[src/rtl/regbank_write_arbiter.sv]
// regbank_write_arbiter
//   Round-robin arbiter and write sequencer for a bank of NREG enable-gated
//   registers. Up to NREQ requesters share the bank's single write path.
//
//   For each write the arbiter does the following:
//     - picks one requester,
//     - latches that requester's address and data,
//     - strobes one active-low enable line for one cycle,
//     - pulses the winner's ack in the following cycle.
//
//   Every write takes exactly three cycles: IDLE -> STROBE -> ACK.
//
// Ports
//   clk         clock, all state changes on the rising edge
//   reset       synchronous, active-high reset
//   req         per-requester level request, held until ack
//   req_addr    requester i register address at [i*AW +: AW]
//   req_data    requester i write data at [i*WIDTH +: WIDTH]
//   ack         one-cycle completion pulse, one-hot or zero
//   addr_err    pulses with ack when the granted address was >= NREG
//   wr_data     data bus to every bank register input
//   wr_nEnable  active-low one-hot write enable, all ones when idle
//   busy        high while a write is in STROBE or ACK
//   grant_id    index of the current or most recent winner
module regbank_write_arbiter #(
    parameter int WIDTH = 8,
    parameter int NREQ  = 4,
    parameter int NREG  = 8,
    parameter int AW    = 3
) (
    input  logic                      clk,
    input  logic                      reset,
    input  logic [NREQ-1:0]           req,
    input  logic [NREQ*AW-1:0]        req_addr,
    input  logic [NREQ*WIDTH-1:0]     req_data,
    output logic [NREQ-1:0]           ack,
    output logic                      addr_err,
    output logic [WIDTH-1:0]          wr_data,
    output logic [NREG-1:0]           wr_nEnable,
    output logic                      busy,
    output logic [$clog2(NREQ)-1:0]   grant_id
);

    localparam int GW = $clog2(NREQ);

    typedef enum logic [1:0] {
        IDLE   = 2'd0,
        STROBE = 2'd1,
        ACK    = 2'd2
    } state_t;

    state_t            state;
    state_t            next_state;
    logic [GW-1:0]     rr_ptr;
    logic              oor;

    logic [GW-1:0]     rr_ptr_d;
    logic              oor_d;
    logic [NREQ-1:0]   ack_d;
    logic              addr_err_d;
    logic [WIDTH-1:0]  wr_data_d;
    logic [NREG-1:0]   wr_nEnable_d;
    logic              busy_d;
    logic [GW-1:0]     grant_id_d;

    logic [GW-1:0]     winner;
    logic [AW-1:0]     sel_addr;
    logic [WIDTH-1:0]  sel_data;
    logic              sel_in_range;

    // The search starts one past the last winner, so the previous winner is
    // considered last. This gives strict rotation when several requesters
    // are waiting.
    function automatic logic [GW-1:0] rr_pick(input logic [NREQ-1:0] r,
                                              input logic [GW-1:0]   ptr);
        logic [GW-1:0] w;
        logic          found;
        int            idx;
        w     = '0;
        found = 1'b0;
        for (int i = 1; i <= NREQ; i++) begin
            idx = (int'(ptr) + i) % NREQ;
            if (!found && r[idx]) begin
                w     = GW'(idx);
                found = 1'b1;
            end
        end
        return w;
    endfunction

    assign winner       = rr_pick(req, rr_ptr);
    assign sel_addr     = req_addr[winner*AW +: AW];
    assign sel_data     = req_data[winner*WIDTH +: WIDTH];
    // The address is widened by one bit so that NREG == 2**AW still compares correctly.
    assign sel_in_range = ({1'b0, sel_addr} < (AW+1)'(NREG));

    // State register. Every output is registered here as well.
    always_ff @(posedge clk) begin
        if (reset) begin
            state      <= IDLE;
            rr_ptr     <= GW'(NREQ - 1);
            oor        <= 1'b0;
            ack        <= '0;
            addr_err   <= 1'b0;
            wr_data    <= '0;
            wr_nEnable <= '1;
            busy       <= 1'b0;
            grant_id   <= '0;
        end else begin
            state      <= next_state;
            rr_ptr     <= rr_ptr_d;
            oor        <= oor_d;
            ack        <= ack_d;
            addr_err   <= addr_err_d;
            wr_data    <= wr_data_d;
            wr_nEnable <= wr_nEnable_d;
            busy       <= busy_d;
            grant_id   <= grant_id_d;
        end
    end

    always_comb begin
        next_state = IDLE;
        case (state)
            IDLE:    next_state = (|req) ? STROBE : IDLE;
            STROBE:  next_state = ACK;
            ACK:     next_state = IDLE;
            default: next_state = IDLE;
        endcase
    end

    // Computes the values the registered outputs will take in the next state.
    // wr_data holds its value outside the grant edge, so the bank continues to
    // see the last written value.
    always_comb begin
        rr_ptr_d     = rr_ptr;
        oor_d        = oor;
        ack_d        = '0;
        addr_err_d   = 1'b0;
        wr_data_d    = wr_data;
        wr_nEnable_d = '1;
        busy_d       = 1'b0;
        grant_id_d   = grant_id;
        case (state)
            IDLE: begin
                if (|req) begin
                    grant_id_d = winner;
                    wr_data_d  = sel_data;
                    oor_d      = !sel_in_range;
                    busy_d     = 1'b1;
                    if (sel_in_range) begin
                        wr_nEnable_d = ~(NREG'(1) << sel_addr);
                    end
                end
            end
            STROBE: begin
                ack_d      = NREQ'(1) << grant_id;
                addr_err_d = oor;
                busy_d     = 1'b1;
            end
            ACK: begin
                rr_ptr_d = grant_id;
            end
            default: begin
            end
        endcase
    end

endmodule

[config.mk]
export PLATFORM = sky130hd
export DESIGN_NAME = regbank_write_arbiter
export DESIGN_NICKNAME = d
export VERILOG_FILES = /design/src/rtl/regbank_write_arbiter.sv
export SDC_FILE = /design/constraint.sdc
export NUM_CORES = 1
export LEC_CHECK = 0
export ABC_AREA = 1
export CELL_PAD_IN_SITES_DETAIL_PLACEMENT = 1
export CELL_PAD_IN_SITES_GLOBAL_PLACEMENT = 2
export CORE_MARGIN = 5
export CORE_UTILIZATION = 21
export DETAILED_ROUTE_END_ITERATION = 8
export HOLD_SLACK_MARGIN = 0.02
export MAX_ROUTING_LAYER = met4
export PLACE_DENSITY_LB_ADDON = 0.1
export RECOVER_POWER = 100
export SLEW_MARGIN = 15
export SYNTH_ARGS = -nofsm -noshare
export SYNTH_HDL_FRONTEND = slang
export SYNTH_SLANG_ARGS = --single-unit
[constraint.sdc]
create_clock -name clk -period 2.6 [get_ports clk]
set_clock_uncertainty 0.1 [all_clocks]
set_input_delay 0.52 -clock clk [delete_from_list [all_inputs] [get_ports clk]]
set_output_delay 0.52 -clock clk [all_outputs]
set_load 0.01 [all_outputs]
==> results.ini, run 1 <==
[status]
status=completed

[logic_synthesis]
synth_area_per_cell_um2=6.06
synth_seq_area_share_pct=30.3
synth_warnings=0
syn_nets=345
syn-instance-count=295
ys_ff_latch=27
syn_area_um2=1790
synth_cell_types=30

[clock_tree]
h-tree-depth=1
clock_latency_ns=0.28
path_clk_slew_ns=0.10
cts_buffers=3
postCtsSetupBuffers=0
clkSinkCount=27
clk_path_buf_depth=2
post_cts_resized=0
hold_buffers=0
cts_tree=built
root_buffer=clkbuf_8

[placement]
postPlaceCellArea_um2=2710
io_buffers=72
hpwlAfterDp_um=4910
gp_congestion=0.730
post-place-ws_ns=-0.0515

[global_route]
antenna_found_initial=0
grt_pass1_vias=2176
grt_pass1_wl_um=9890
grt_usage_pct=12.1
overflow=0
grt_max_degree=25

[power_and_ir_drop]
vdd_drop_max_uv=158
power_density_nw_per_um2=521
leakage_uw=0.00135
p_total_uw=1430

[setup_path]
startpoint=req[2]
cp_max_fo=14
end_kind=flop
crit_arrival_ns=2.42
start_kind=input port
r2r_start=rr_ptr[0]
crit_type=in2reg
required_ns=2.68

[drt]
drt_iter0_markers=55
wl_per_cell_um=12.2
drt_first_pass_iters=4
antenna_left=0
wirelength_um=5890
dr_total_vias=2040
post-route-drc-count=0
via_per_inst=4.22

[sta]
maxSlewViolCount=0
rsz0062_at_grt=false
setup_slack_ns=0.261
fin_crit_sh_pct=90.0
period_needed_ns=2.34
hold_violations=0
hold_slack_ns=0.394
setup_violations=0
fmax_ghz=0.427

[cells_and_area]
final_nets=429
postLayoutCellArea_um2=2750
drive_gt1_share_pct=10.6
final_util_pct=33.3
nFillCells=1056
diodes=0
syn_to_final_growth_pct=53.9

[floorplan]
dieArea_um2=10500
die_w_um=102
core_area_um2=8260
ioPinCount=74
placementRows=33
start_util_pct=21.6
chipHeight_um=102

[worst_hold_path]
hold_class=reg2reg
min_from=grant_id[0]

[job]
maxCapViolations=0

metal layers:
layer / wire [um] / GRT usage, %
met5: 0 / -
met4: 82 / 3.94
met3: 352 / 2.05
met2: 2700 / 20.0
met1: 2760 / 14.9
stage by stage:
step	setup TNS, ns	cells
floorplan	0	295
global placement	-0.121	479
detailed placement	-0.513	479
global route	0	483
CTS	0	483
finish	0	483
flip-flops by register name (all words and copies together), names as in the netlist:
register	cells
wr_nEnable	8
wr_data	8
grant_id	2
rr_ptr	2
ack	4
state	2
busy	1
report_power, final:
group,leakage (uW),total (uW),switching (uW),internal (uW)
Clock,0.0000228,248,138,110
Sequential,0.000222,489,25.5,463
Combinational,0.00111,696,381,315
logic make-up after synthesis:
logic type      Yosys count  share of synthesized area [%]
other cells               1                          0.210
buf+inv                  59                           14.5
compound gates           14                           4.97
flops                    27                           30.3
simple gates            194                           50.1
critical path, cell delays in order:
cell and delay (ns):
clkdlybuf4s50_1 0.46, nand2_1 0.09, nand2_1 0.12, nand2_2 0.12, nand2_2 0.08, nor2_4 0.13
nand2_2 0.09, nand2_4 0.10, buf_4 0.20, nand3_1 0.09, nand3_1 0.10, nand2_1 0.06
nor2_2 0.16, nand2_1 0.07
synthesized netlist by cell type:
library cell  instances  area [um^2]
nand2_1             102          383
nand3_1              49          245
inv_1                44          165
dfxtp_1              27          541
nor2_1               18         67.6
buf_4                 5         37.5
nand2_2               5         31.3
nand3b_1              5         37.5
a21oi_1               4         20.0
nor2_2                4         25.0
o211ai_1              4         30.0
buf_2                 3         15.0
inv_2                 3         11.3
o21ai_0               3         15.0
buf_6                 2         22.5
nand2_4               2         22.5
nand4_1               2         12.5
a211oi_1              1         7.51
buf_1                 1         3.75
clkbuf_1              1         3.75
conb_1                1         3.75
nand3_2               1         10.0
nand4_4               1         21.3
nor2_4                1         11.3
nor3_1                1         5.00
nor3_2                1         10.0
nor4_1                1         6.26
o21ai_2               1         8.76
o21bai_1              1         7.51
or2_2                 1         6.26
path summary, 6_finish.rpt:
kind / cells after the start / endpoint / slack (ns)
worst max-delay path: 14 / wr_nEnable[0] / 0.26
worst min-delay path: 1 / ack[2] / 0.39
worst max register to register: 14 / wr_nEnable[0] / 0.40
worst min register to register: 1 / ack[2] / 0.39
layout by cell type, fill, tap and decap left out, drive strengths merged, types with 3 or more instances in the layout:
master         synthesis  layout
clkdlybuf4s50          0      48
dfxtp                 27      27
nand3                 50      50
o21ai                  4       4
a21oi                  4       4
nand3b                 5       5
nor2                  23      23
buf                   11      17
nand2                109     109
inv                   47      47
nand4                  3       3
dlygate4sd3            0      24
clkbuf                 1       6
o211ai                 4       4
final cells by class:
class	instances	area (um^2)	area share, %
multi-input cells	209	987	35.9
repair buffers	91	868	31.6
flip-flops and latches	27	541	19.7
inverters	47	176	6.42
well taps	105	131	4.78
clock buffers	4	45.0	1.64
No activity file was read; power rests on OpenSTA's default activity.
==> run 2, diff against run 1 <==
--- a/config.mk
+++ b/config.mk
@@ -11,6 +11,7 @@
 export CORE_MARGIN = 5
 export CORE_UTILIZATION = 21
 export DETAILED_ROUTE_END_ITERATION = 8
+export GPL_TIMING_DRIVEN = 1
 export HOLD_SLACK_MARGIN = 0.02
 export MAX_ROUTING_LAYER = met4
 export PLACE_DENSITY_LB_ADDON = 0.1
==> results of run 2 <==
Final layout, timing and power as in run 1 (identical DEF).
==> run 3, diff against run 2 <==
--- a/config.mk
+++ b/config.mk
@@ -12,10 +12,12 @@
 export CORE_UTILIZATION = 21
 export DETAILED_ROUTE_END_ITERATION = 8
 export GPL_TIMING_DRIVEN = 1
-export HOLD_SLACK_MARGIN = 0.02
+export HOLD_SLACK_MARGIN = 0.03
 export MAX_ROUTING_LAYER = met4
 export PLACE_DENSITY_LB_ADDON = 0.1
 export RECOVER_POWER = 100
+export SETUP_SLACK_MARGIN = 0.05
+export SKIP_LAST_GASP = 1
 export SLEW_MARGIN = 15
 export SYNTH_ARGS = -nofsm -noshare
 export SYNTH_HDL_FRONTEND = slang
==> results.ini, run 3 (synthesis gave the netlist of run 1 again) <==
[global_route]
grt_max_degree=25
grt_pass1_vias=2176
grt_usage_pct=12.1
grt_pass1_wl_um=9890
antenna_found_initial=0
overflow=0

[power_and_ir_drop]
p_sw_uw=547
leakage_uw=0.00136
power_density_nw_per_um2=523
sequentialPowerShare_pct=33.9
p_clk_share_pct=17.4
combPwrFrac_pct=48.7
switching_share_pct=38.0
vdd_drop_max_uv=158
power.internal_uw=894

[drt]
antenna_left=0
drt_first_pass_iters=4
dr_total_vias=2042
drt_iter0_markers=55
wirelength_um=5890
post-route-drc-count=0
wl_per_cell_um=12.2
via_per_inst=4.23

[cells_and_area]
diodes=0
fin_cells=483
final_nets=429
seqCellArea_um2=541
nFillCells=1057
layout_commonest_cell=nand2_1
multi_input_area_um2=987
top_regs=wr_data: 8 flops, wr_nEnable: 8 flops, ack: 4 flops
syn_to_final_growth_pct=54.3
drive_gt1_share_pct=10.8
most-common-layout-cells=nand2_1 (102), nand3_1 (49), clkdlybuf4s50_1 (48), inv_1 (44), dfxtp_1 (27)

[clock_tree]
clk_path_buf_depth=2
cts_buffers=3
h-tree-depth=1
postCtsSetupBuffers=0
path_clk_slew_ns=0.10
root_buffer=clkbuf_8
cts_tree=built
clkSinkCount=27
clock_latency_ns=0.28

[placement]
dp.cells=479
hpwlAfterDp_um=4910
gp_congestion=0.730
io_buffers=72

[status]
status=completed

[floorplan]
placementRows=33
chipHeight_um=102
ioPinCount=74
dieArea_um2=10500
core_area_um2=8260
start_util_pct=21.6
die_w_um=102

[sta]
fin_crit_sh_pct=89.8
hold_violations=0
maxSlewViolCount=0
fin_setup_tns_ns=0
fmax_ghz=0.428
rsz0062_at_grt=false
setup_violations=0
period_needed_ns=2.34

[setup_path]
crit_type=in2reg
cp_max_fo=19
end_kind=flop
start_kind=input port
required_ns=2.68
crit_arrival_ns=2.42

[worst_hold_path]
hold_class=reg2reg

[job]
maxCapViolations=0

[run 3: cell types whose count changed in the layout (fill, tap and decap cells not counted), sizes merged]
cell,delta
buf,+1
clkbuf,-1
[run 3: power groups by stage]
stage	sequential, uW	clock [uW]	combinational, uW
finish	489	250	702
global route	496	274	791
CTS	493	261	733
detailed placement	502	0	729
global placement	501	0	725
floorplan	519	0	397
[run 3: per-layer routing]
layer | share of wire (%) | up-vias | GRT usage, %
li1 | - | 1084 | -
met1 | 47 | 903 | 14.9
met2 | 46 | 49 | 20.0
met3 | 5.8 | 6 | 2.05
met4 | 1.4 | 0 | 3.94
met5 | 0 | - | -
[run 3: metrics by stage]
step | setup WS (ns) | total power [uW] | util [%] | hold WS (ns) | instance area [um^2]
2_1_floorplan | 0.738 | 915 | - | 0.365 | 1790
3_3_place_gp | -0.0209 | 1230 | 32.8 | 0.378 | 2710
3_5_place_dp | -0.0515 | 1230 | 32.8 | 0.390 | 2710
4_1_cts | 0.242 | 1490 | 33.4 | 0.415 | 2760
5_1_grt | 0.0507 | 1560 | 33.4 | 0.445 | 2760
6_report | 0.265 | 1440 | 33.4 | 0.396 | 2760
[run 3: worst paths after layout]
path	start	end	slack (ns)	cells after the start
setup / recovery	req[2]	wr_data[3]	0.26	16
hold / removal	grant_id[0]	ack[2]	0.40	1
setup reg to reg	rr_ptr[0]	wr_data[3]	0.40	16
hold reg to reg	grant_id[0]	ack[2]	0.40	1
[run 3: repair_timing]
item	4_1_cts	5_1_grt
resized for setup	0	1
endpoints found under the setup margin	0	2
hold buffers	0	0
[run 3: final cells by class]
cell class,instances,share of cell area [%]
Clock buffer,4,1.63
Tap cell,105,4.77
Inverter,47,6.40
Timing Repair Buffer,91,31.8
Multi-Input combinational cell,209,35.8
Sequential cell,27,19.6
[run 3: critical path, stage by stage]
cell             delay [ns]
clkdlybuf4s50_1        0.46
nand2_1                0.09
nand2_1                0.12
nand2_2                0.12
nand2_2                0.08
nor2_4                 0.13
nand2_2                0.09
nand2_4                0.10
nand2_4                0.15
buf_4                  0.22
nand2_1                0.06
nand2_1                0.05
nand2_1                0.06
nand2_1                0.05
nand2_1                0.05
nand2_1                0.05
==> RTL change 1: new RTL, flow settings as in run 2 <==
`NREG`: 8 -> 12.
--- a/src/rtl/regbank_write_arbiter.sv
+++ b/src/rtl/regbank_write_arbiter.sv
@@ -25,7 +25,7 @@
 module regbank_write_arbiter #(
     parameter int WIDTH = 8,
     parameter int NREQ  = 4,
-    parameter int NREG  = 8,
+    parameter int NREG  = 12,
     parameter int AW    = 3
 ) (
     input  logic                      clk,
Ports: changed (resized wr_nEnable); port bits go from 74 to 78. No check against the original RTL was run, so the function may have changed too.
==> RTL change 1 against run 2 <==
Sequential cell count unchanged; synthesized area fell by 4.6%; setup slack worse by 0.028 ns; cell count decreased by 6.4%; clock power down 2%; total power is 0.95% higher; wire length is 6.3% lower; combinational power rose by 3%; cell area down 3.6%; critical path depth stayed put; critical endpoint is now wr_nEnable[7]; first-iteration DRC count decreased by 38%.
==> RTL change 1: results (changes against run 2) <==
run status finished clean; Nets 401 (-6.5%); largest cells by area after synthesis dfxtp_1, nand2_1, nand3_1; Clock Power 0.000242 W (-2%); Compound-Gate Fraction of Synth Area 4.26% (-0.71 points); worst hold slack 0.364 ns (-0.0304 ns); DRT iter0 DRCs 34 (-38%); post-route insts no fill 452 (-6.4%); met3 GRT Util 3.13% (+1.1 points); P&R area growth vs syn 55.4%; Global Route Usage Sum 11.6% (-0.52 points); routed wl met2 2630 um (-2.4%); crit path max fanout 9 (-5); hold endpoint ack[0]; metal1 wirelength 2580 um (-6.5%); reg-to-reg endpoint wr_nEnable[4]; first-pass GRT wire length 9230 um (-6.8%); register area share after synthesis 31.7% (+1.5 points); CP peak stage delay 0.53 ns (+0.07 ns); vias per inst 4.16 (-1.5%); Area after DPL 2610 sq um (-3.9%); GPL Wtd Cong 0.796 (+9.0%); min cycle time layout 2.37 ns (+0.0276 ns); r2r setup slk 0.43 ns (+0.03 ns); fill cell count 998 (-5.5%); power per cell area 546 nW/um^2 (+4.8%); DR WL met3 277 um (-21%); static leakage 1.30 nW (-4.2%); Setup WS pre-CTS -0.0743 ns (-0.0228 ns); Yosys top cell area share 31.7% (+1.5 points); share of layout cells above drive strength 1 12.0% (+1.4 points); M2 GR Usage 19.4% (-0.54 points); hpwl dp 4670 um (-5.0%); grt met1 use 13.9% (-1.0 points); most frequent cells after synthesis nand2_1, nand3_1, dfxtp_1, inv_1; Power Internal 0.000895 W (+0.71%); largest net degree at the start of global routing 23 (-8.0%)
==> RTL change 1: cell count changes after synthesis, sizes merged, moves of 3 or more <==
cell / run 2 / this run
o211ai: 4 / 0
nand3: 50 / 40
nor2: 23 / 12
inv: 47 / 24
nand3b: 5 / 2
nand2: 109 / 135
==> RTL change 1: how the worst max path moves through the flow <==
stage          depth (start not counted)   start  slack [ns]       endpoint
4_1_cts                               14  req[3]        0.21  wr_nEnable[7]
6_report                              14  req[3]        0.23  wr_nEnable[7]
3_3_place_gp                          16  req[0]       -0.07  wr_nEnable[4]
2_1_floorplan                         11  req[1]        0.68  wr_nEnable[5]
3_5_place_dp                          14  req[3]       -0.07  wr_nEnable[7]
5_1_grt                               16  req[0]        0.04  wr_nEnable[3]
==> RTL change 1: cell type report <==
cell class                      instances  share of cell area (%)
Clock buffer                            3                    1.56
Clock inverter                          1                   0.189
Multi-Input combinational cell        211                    37.6
Sequential cell                        27                    20.4
Inverter                               24                    3.40
Timing Repair Buffer                   84                    32.0
Tap cell                              102                    4.82
==> RTL change 2: new RTL, flow settings as in run 2 <==
Made on the original files. Reset style: asynchronous (`reset`), changed in one clocked block. Comments in the files are not updated.
--- a/src/rtl/regbank_write_arbiter.sv
+++ b/src/rtl/regbank_write_arbiter.sv
@@ -95,7 +95,7 @@
     assign sel_in_range = ({1'b0, sel_addr} < (AW+1)'(NREG));
 
     // State register. Every output is registered here as well.
-    always_ff @(posedge clk) begin
+    always_ff @(posedge clk or posedge reset) begin
         if (reset) begin
             state      <= IDLE;
             rr_ptr     <= GW'(NREQ - 1);
Check against the original RTL: differs if reset is asserted again (counterexample within 4 cycles, from zero or initial values and one cycle with reset high); with reset held inactive, the same outputs for 4 cycles.
==> RTL change 2 against run 2 <==
Via count decreased by 3.3%; highest routed layer unchanged; setup slack got worse by 0.023 ns; wire length down 0.98%; largest cell class unchanged; cell area grew 3.6%; synthesized area up 5.9%; sequential cell count unchanged; hold slack got worse by 0.0074 ns.
Power is not compared: it rests on default switching activity, and its combinational part moved more than twofold at a synthesized area within 25%.
==> RTL change 2: results (changes against run 2) <==
share of layout cells above drive strength 1 14.0% (+3.4 points); fill cell count 1101 (+4.3%); DRT iter0 DRCs 22 (-60%); Nets 408 (-4.9%); layout sequential cell count 27 (unchanged); grt met1 use 14.8% (-0.15 points); worst hold slack 0.387 ns (-0.00738 ns); multi-input logic area 986 sq um (-0.13%); vias 1972 (-3.3%); vias in the first global route 2107 (-3.2%); hold endpoint ack[0]; Detailed Routing Iterations Pass 1 3 (-1); fin crit share 90.9% (+0.90 points); run status finished clean; post-route insts no fill 465 (-3.7%); final core utilization 32.5% (-0.81 points); first-pass GRT wire length 10100 um (+2.5%); Hold Crit Start grant_id[1]; placed instance count 461 (-3.8%); NonClk Buf Share 30.2% (-1.3 points); post-synthesis net count 330 (-4.3%); met3 GRT Util 2.40% (+0.36 points); r2r setup slk 0.24 ns (-0.16 ns); #MultiIn Comb 206 (-1.4%); share of flip-flops with an asynchronous set or reset 100% (+100 points); most frequent cells after synthesis nand2_1, nand3_1, inv_1, dfrtp_1, nand2_2; Clock-cell share 1.58% (-0.056 points); CP Launch Type flop; crit path DAT 2.46 ns (+0.04 ns); ys flop type dfrtp_1; Seq/total area 24.2% (+4.5 points); Inverters 35 (-26%); M2 GR Usage 17.6% (-2.4 points); Worst Setup EP wr_nEnable[7]; Synth cell types 25 (-17%); hpwl dp 4930 um (+0.35%); reg2reg start rr_ptr[0]; DR WL met3 285 um (-19%); Setup WS pre-CTS 0.00278 ns (+0.0543 ns)
==> RTL change 2: cell count changes after synthesis, moves of 5 or more <==
cell,delta
dfxtp_1,-27
dfrtp_1,+17
inv_1,-13
nor2_1,-11
dfstp_2,+10
nand2_1,+8
nand2_2,+7
nand3_1,-6
nand3b_1,+5
==> RTL change 2: worst max-delay path: stages (launching register included) <==
cell and delay (ns):
dfstp_2 0.66, inv_2 0.12, nand2_1 0.09, nand2_1 0.11, nand2_4 0.11, nand2_4 0.07, nor2_8 0.09, nand4_2 0.14
nand2_2 0.14, buf_12 0.14, nand2_1 0.06, nand3_1 0.06, nand2_1 0.08, nor2_1 0.22, nand2_1 0.09
==> RTL change 2: kinds of logic (layout without fill, tap and decap cells) <==
kind of cell / count (synthesis) / after routing / share of synthesized area [%]
buffers and inverters: 47 / 124 / 11.5
other: 1 / 1 / 0.198
and+or+nand+nor: 200 / 200 / 50.3
DFF: 27 / 27 / 36.4
AOI/OAI and AO/OA: 5 / 5 / 1.65
